--- src/rtl/pc_seq_ctrl.sv ---
// pc_seq_ctrl: next-PC sequencer with run/halt control, stall hold, redirect flush
// and a saturating retired-instruction counter.
// Optional return stack enabled by defining PC_CALLSTACK_EN; without it call_in
// acts as a jump, ret_in is ignored and err_out is tied low.
module pc_seq_ctrl #(
    parameter int PC_W    = 16,
    parameter int OFF_W   = 8,
    parameter int STACK_D = 4
) (
    input  logic             CLK,
    input  logic             reset_ctrl_n,
    input  logic             start_in,
    input  logic             stall_in,
    input  logic             halt_in,
    input  logic [PC_W-1:0]  pc_in,
    input  logic             branch_in,
    input  logic [OFF_W-1:0] branch_off_in,
    input  logic             jump_in,
    input  logic [PC_W-1:0]  target_in,
    input  logic             call_in,
    input  logic             ret_in,
    output logic [PC_W-1:0]  pcnext_out,
    output logic             pc_reset_out,
    output logic             flush_out,
    output logic             done_out,
    output logic             err_out,
    output logic [15:0]      icount_out
);

    typedef enum logic [1:0] {S_IDLE, S_RUN, S_HALT} state_t;

    state_t      state_q, state_d;
    logic        flush_q, flush_d;
    logic [15:0] icount_q, icount_d;
    logic        count_en;

    logic [PC_W-1:0] pc_inc;
    logic [PC_W-1:0] pc_br;

    assign pc_inc = pc_in + PC_W'(1);
    assign pc_br  = pc_in + {{(PC_W-OFF_W){branch_off_in[OFF_W-1]}}, branch_off_in};

`ifdef PC_CALLSTACK_EN
    localparam int IDX_W = (STACK_D > 1) ? $clog2(STACK_D) : 1;
    localparam int SP_W  = $clog2(STACK_D + 1);

    logic [PC_W-1:0]  stk_q [STACK_D];
    logic [SP_W-1:0]  sp_q;
    logic             push, pop, err_set, err_q;
    logic [IDX_W-1:0] top_idx;

    assign top_idx = IDX_W'(sp_q - 1'b1);
    assign err_out = err_q;

    // Return stack: push on call (oldest entry dropped when full), pop on ret
    always_ff @(posedge CLK or negedge reset_ctrl_n) begin
        if (!reset_ctrl_n) begin
            sp_q <= '0;
            for (int i = 0; i < STACK_D; i++) stk_q[i] <= '0;
        end else if (push) begin
            if (sp_q == SP_W'(STACK_D)) begin
                for (int i = 0; i < STACK_D-1; i++) stk_q[i] <= stk_q[i+1];
                stk_q[STACK_D-1] <= pc_inc;
            end else begin
                stk_q[IDX_W'(sp_q)] <= pc_inc;
                sp_q <= sp_q + 1'b1;
            end
        end else if (pop) begin
            sp_q <= sp_q - 1'b1;
        end
    end

    // Sticky underflow flag, cleared only by reset
    always_ff @(posedge CLK or negedge reset_ctrl_n) begin
        if (!reset_ctrl_n) err_q <= 1'b0;
        else               err_q <= err_q | err_set;
    end
`else
    logic unused_ret;
    localparam int unused_stack_d = STACK_D;
    assign unused_ret = ret_in;
    assign err_out    = 1'b0;
`endif

    // Next state, next PC and event decode; reset forces the IDLE outputs immediately
    always_comb begin
        state_d      = state_q;
        pcnext_out   = pc_in;
        pc_reset_out = 1'b0;
        done_out     = 1'b0;
        flush_d      = 1'b0;
        count_en     = 1'b0;
`ifdef PC_CALLSTACK_EN
        push         = 1'b0;
        pop          = 1'b0;
        err_set      = 1'b0;
`endif
        unique case (state_q)
            S_IDLE: begin
                pc_reset_out = 1'b1;
                pcnext_out   = '0;
                if (start_in) state_d = S_RUN;
            end
            S_RUN: begin
                if (!stall_in) begin
                    count_en = 1'b1;
                    if (halt_in) begin
                        state_d = S_HALT;
`ifdef PC_CALLSTACK_EN
                    end else if (ret_in) begin
                        if (sp_q == '0) begin
                            err_set = 1'b1;
                            state_d = S_HALT;
                        end else begin
                            pop        = 1'b1;
                            pcnext_out = stk_q[top_idx];
                            flush_d    = 1'b1;
                        end
                    end else if (call_in) begin
                        push       = 1'b1;
                        pcnext_out = target_in;
                        flush_d    = 1'b1;
`else
                    end else if (call_in) begin
                        pcnext_out = target_in;
                        flush_d    = 1'b1;
`endif
                    end else if (jump_in) begin
                        pcnext_out = target_in;
                        flush_d    = 1'b1;
                    end else if (branch_in) begin
                        pcnext_out = pc_br;
                        flush_d    = 1'b1;
                    end else begin
                        pcnext_out = pc_inc;
                    end
                end
            end
            S_HALT: begin
                done_out = 1'b1;
                if (start_in) state_d = S_IDLE;
            end
            default: state_d = S_IDLE;
        endcase
        icount_d = icount_q;
        if (count_en && icount_q != 16'hFFFF) icount_d = icount_q + 16'd1;
        if (!reset_ctrl_n) begin
            pcnext_out   = '0;
            pc_reset_out = 1'b1;
            done_out     = 1'b0;
        end
    end

    // State, flush pulse and retired-instruction counter registers
    always_ff @(posedge CLK or negedge reset_ctrl_n) begin
        if (!reset_ctrl_n) begin
            state_q  <= S_IDLE;
            flush_q  <= 1'b0;
            icount_q <= '0;
        end else begin
            state_q  <= state_d;
            flush_q  <= flush_d;
            icount_q <= icount_d;
        end
    end

    assign flush_out  = flush_q;
    assign icount_out = icount_q;

endmodule

--- config.mk ---
export PLATFORM = sky130hd
export DESIGN_NAME = pc_seq_ctrl
export DESIGN_NICKNAME = d
export VERILOG_FILES = /design/src/rtl/pc_seq_ctrl.sv
export SDC_FILE = /design/constraint.sdc
export NUM_CORES = 1
export LEC_CHECK = 0
export CORE_ASPECT_RATIO = 1.25
export CORE_MARGIN = 2
export CORE_UTILIZATION = 32
export CTS_CLUSTER_DIAMETER = 50
export DETAILED_ROUTE_END_ITERATION = 16
export PLACE_DENSITY = 0.59
export SLEW_MARGIN = 20
export SYNTH_ARGS = -nofsm -noshare
export SYNTH_HDL_FRONTEND = slang
export SYNTH_SLANG_ARGS = --single-unit
--- constraint.sdc ---
create_clock -name CLK -period 4.7 [get_ports CLK]
set_input_delay 0.94 -clock CLK [delete_from_list [all_inputs] [get_ports CLK]]
set_output_delay 0.94 -clock CLK [all_outputs]
set_load 0.1 [all_outputs]
Yosys cells after proc, flatten, opt, wreduce, memory -nomap -nowiden

Index checks and enable logic that the tools add are counted.
W data, S select, Z words.

Bits of input ports: 49
Flip-flop bits (word level): 19
Word-level logic and storage cells: 40

Reductions and logical operators: 3
Equal/unequal tests: 7
Mux-type cells: 24
Add/sub/neg operators: 3

Operators with widths:

| operator                | number |
|---|---|
| $mux W16                | 6 |
| $add A16 B1 Y16 const B | 2 |
| $pmux W16 S2            | 1 |
| $add A16 B16 Y16        | 1 |
| $ne A16 B16 Y1 const B  | 1 |
| $mux W1                 | 12 |
| $mux W2                 | 4 |
| $ne A2 B2 Y1 const B    | 4 |
| $pmux W2 S3             | 1 |
| $reduce_and A4 Y1       | 1 |
| $eq A2 B1 Y1 const B    | 1 |
| $eq A2 B2 Y1 const B    | 1 |
| $logic_not A2 Y1        | 1 |
| $logic_and A1 B1 Y1     | 1 |

Longest topological paths before layout

Gate-level depths: netlist of the first run.

Word-level depth: 8
Mapped depth: 11
Gate-level depth less buffers: 10

Least setup slack after synthesis of the first run

No wires, ideal clock.

Kind: input-to-output
From: in branch_in
To: out pcnext_out[13]
Setup slack: -0.784 ns
Cell stages on the path: 9
Arrival time: 4.544 ns
Required time: 3.760 ns
Cells stage by stage: clkbuf_1 > and2_1 > ha_1 > o21ai_0 > o21bai_1 > a21oi_1 > o41ai_1 > xnor2_1 > o21ai_0

Cells in the longest elaborated chain, start to end: 7

Ends and longest elaborated chain:

| element      | RTL line | text |
|---|---|---|
| from (decl)  | 16       | `input logic branch_in,` |
| $mux W16     | 131      | `end else if (branch_in) begin` |
| $mux W16     | 128      | `end else if (jump_in) begin` |
| $mux W16     | 124      | `end else if (call_in) begin` |
| $mux W16     | 107      | `if (halt_in) begin` |
| $mux W16     | 105      | `if (!stall_in) begin` |
| $pmux W16 S2 | 98       | `unique case (state_q)` |
| $mux W16     | 147      | `if (!reset_ctrl_n) begin` |
| to (decl)    | 22       | `output logic [PC_W-1:0] pcnext_out,` |

No other way between the ends.

Final worst setup path of the first run

From: in branch_off_in[2]
To: out pcnext_out[8]

Cells in the longest elaborated chain, start to end: 8

Ends and longest elaborated chain:

| element          | RTL line | text |
|---|---|---|
| from (decl)      | 17       | `input logic [OFF_W-1:0] branch_off_in,` |
| $add A16 B16 Y16 | 41       | `assign pc_br = pc_in + {{(PC_W-OFF_W){branch_off_in[OFF_W-1]}}, branch_off_in};` |
| $mux W16         | 131      |  |
| $mux W16         | 128      |  |
| $mux W16         | 124      |  |
| $mux W16         | 107      |  |
| $mux W16         | 105      |  |
| $pmux W16 S2     | 98       |  |
| $mux W16         | 147      |  |

No other way between the ends.

==> impl_metrics.yaml, run 1 <==
min_path:
  whs_path_depth: 1
  hold_class: "reg2reg"
placement:
  numPortBuffers: 82
  hpwl_um: 5410
  place_inst: 425
  gp_congestion: 0.827
routing:
  num_vias: 2315
  post_drt_wl_per_cell_um: 16.0
  firstDrtPassIters: 4
  drt_first_iter_violations: 141
  ant_nets: 0
  drc: 0
  routed_via_density: 5.36
  drt_wl_total_um: 6890
synth:
  syn_inst: 251
  synth_top_area_cell: "dfrtp_1"
  syn_area_mm2: 0.00201
  synth_seq_cells: 19
  synth_area_leaders: "dfrtp_1, o21ai_0, ha_1"
  syn_avg_cell_area_um2: 8.00
  ys_seq_area_frac: 0.237
  synthDistinctLibCells: 59
  synthFlopType: "dfrtp_1"
  yosysTopAreaCellShare: 0.237
  synth-edff-count: 0
  synth_fp_nets: 309
  async_flop_share: 1.00
  synth_warnings: 0
timing:
  rsz0062_at_grt: "no"
  finalSetupViolCount: 0
  timing.hold.ws_ns: 0.496
  fmax_ghz: 0.216
  max_slew_margin: 0.320
  finalHoldViolations: 0
  min_period_over_period: 0.985
  maxSlewViolCount: 0
  worst_pin_slew_ns: 1.02
  period_minus_slack_ns: 4.63
  clock_skew_ns: 0.00246
  setup_tns_ns: 0
critical_path:
  ff2ff_path_depth: 6
  reg2reg_slack_ns: 2.55
  worstPathRequired_ns: 3.76
  critPathKind: "in2out"
  crit_fanout: 4
  start_kind: "input port"
  cp.arrival_ns: 3.69
  endpoint_kind: "primary output"
global_routing:
  grt-ovfl-total: 0
  grt.total_usage: 0.199
  grt_antenna_before_repair: 0
  first_global_vias: 2277
  grt_max_degree: 29
  grt_pass1_wl_um: 10800
final_layout:
  syn_to_final_growth_pct: 67.9
  regArea_um2: 475
  multi_input_area_mm2: 0.00157
  nFillCells: 598
  finalNetCount: 406
  layout-drive-gt1-share: 0.190
  diodes: 0
  fin_cells: 432
clock_network:
  clk_pin_slew_worst_paths_ns: 0.07
  clk_latency_ns: 0.26
  cts_made_buffers: 3
  cts_buffer_depth: 2
  cts_root_buf: "clkbuf_8"
  cts_hold_buffers: 0
  cts_tree: "built"
  cts_max_level: 1
  clock_sinks: 19
pwr:
  peakVddDrop_mv: 0.545
  power.density_mw_per_mm2: 314
  leakage_nw: 1.39
  power_mw: 1.06
floorplanning:
  rows: 32
  ios: 85
  core_mm2: 0.00613
  die_w_um: 74.9
  initial_core_util: 0.328
  die_area_mm2: 0.00693
  die_y_um: 92.6
run:
  drv_cap: 0
run_status:
  status: "completed"
stage by stage:
| step | area (µm²) | util | setup WS [ns] |
|---|---|---|---|
| after floorplan | 2090 | - | -0.0152 |
| after global placement | 3250 | 0.531 | -0.174 |
| after detailed placement | 3250 | 0.531 | -0.196 |
| after CTS | 3350 | 0.547 | 0.0460 |
| after global routing | 3370 | 0.550 | 0.00433 |
| final | 3370 | 0.550 | 0.0701 |
state kept, by name, summed over array words and instances (netlist names):
register and flops:
flush_out 1, icount_out 16, state_q 2
where the power goes:
part | internal, mW | switching, mW | total (mW)
clock | 0.0590 | 0.0537 | 0.113
sequential | 0.192 | 0.0389 | 0.231
combinational | 0.237 | 0.479 | 0.716
routing by layer:
metal / global-route usage / wire length (µm)
met5: 0 / 0
met4: 0.0744 / 165
met3: 0.0272 / 386
met2: 0.358 / 3570
met1: 0.230 / 2770
cells in the mapped netlist (all sizes together), types with 3 or more instances:
cell type and instances:
a211oi 3, a21oi 6, a22oi 3, a31oi 3, a32oi 6, and2 9
and3 5, buf 4, clkbuf 9, dfrtp 19, ha 8, inv 7
mux2i 4, nand2 25, nand2b 3, nand3 12, nand3b 3, nand4 4
nor2 13, nor3 7, o21a 8, o21ai 24, o21bai 3, o2bb2ai 3
or3 4, xnor2 10, xor2 9
timing repair:
| action | in CTS | in global routing |
|---|---|---|
| buffers inserted | 3 | 0 |
| setup endpoints to repair | 3 | 4 |
| pin swaps | 6 | 1 |
| gates resized for setup | 6 | 4 |
worst paths after layout:
path                                                   end                  startpoint
worst max-delay path                         pcnext_out[8]            branch_off_in[2]
max in group asynchronous        icount_out[2]$_DFFE_PN0P_                reset_ctrl_n
worst min register to register  icount_out[11]$_DFFE_PN0P_  icount_out[11]$_DFFE_PN0P_
min in group asynchronous              flush_out$_DFF_PN0_                reset_ctrl_n
worst max register to register  icount_out[15]$_DFFE_PN0P_   icount_out[6]$_DFFE_PN0P_
worst min-delay path            icount_out[11]$_DFFE_PN0P_  icount_out[11]$_DFFE_PN0P_
worst max-delay path, cell delays in order:
cell	delay [ns]
clkdlybuf4s50_1	0.45
and2_1	0.16
ha_4	0.21
nor2b_4	0.13
o31a_1	0.30
o31a_1	0.28
buf_4	0.16
buf_4	0.14
o21a_1	0.18
or3_1	0.36
nand3_1	0.17
buf_12	0.20
final cells by class:
class,count,share of cell area
Inverter,7,0.00780
Clock buffer,3,0.0122
Clock inverter,1,0.00148
Sequential cell,19,0.141
Timing Repair Buffer,105,0.341
Multi-Input combinational cell,212,0.465
Tap cell,85,0.0316
cells in the final DEF (no fill, tap or decap), drive strengths merged, types with 6 or more instances in the layout:
cell type	instances
a21oi	6
a32oi	6
and2	9
buf	41
clkdlybuf4s50	61
dfrtp	19
ha	8
inv	7
nand2	25
nand3	12
nor2	13
nor3	7
o21a	8
o21ai	24
xnor2	10
xor2	9
kinds of logic (layout without fill, tap and decap cells):
kind of cell             Yosys count  in the layout  share of synthesized area
AND/OR/NAND/NOR                   99             99                      0.269
AO/OA/AOI/OAI                     79             79                      0.283
buffers and inverters             20            116                     0.0411
XOR/XNOR                          19             19                     0.0829
flip-flops                        19             19                      0.237
adder cells (fa/ha/maj)            9              9                     0.0598
multiplexers                       5              5                     0.0255
other                              1              1                    0.00187
No activity file was read; power rests on OpenSTA's default activity.
==> inputs of run 2 (changes only) <==
SLEW_MARGIN = not set   (was 20)
==> results of run 2 <==
No change in the layout: final DEF, timing and power equal those of run 1.
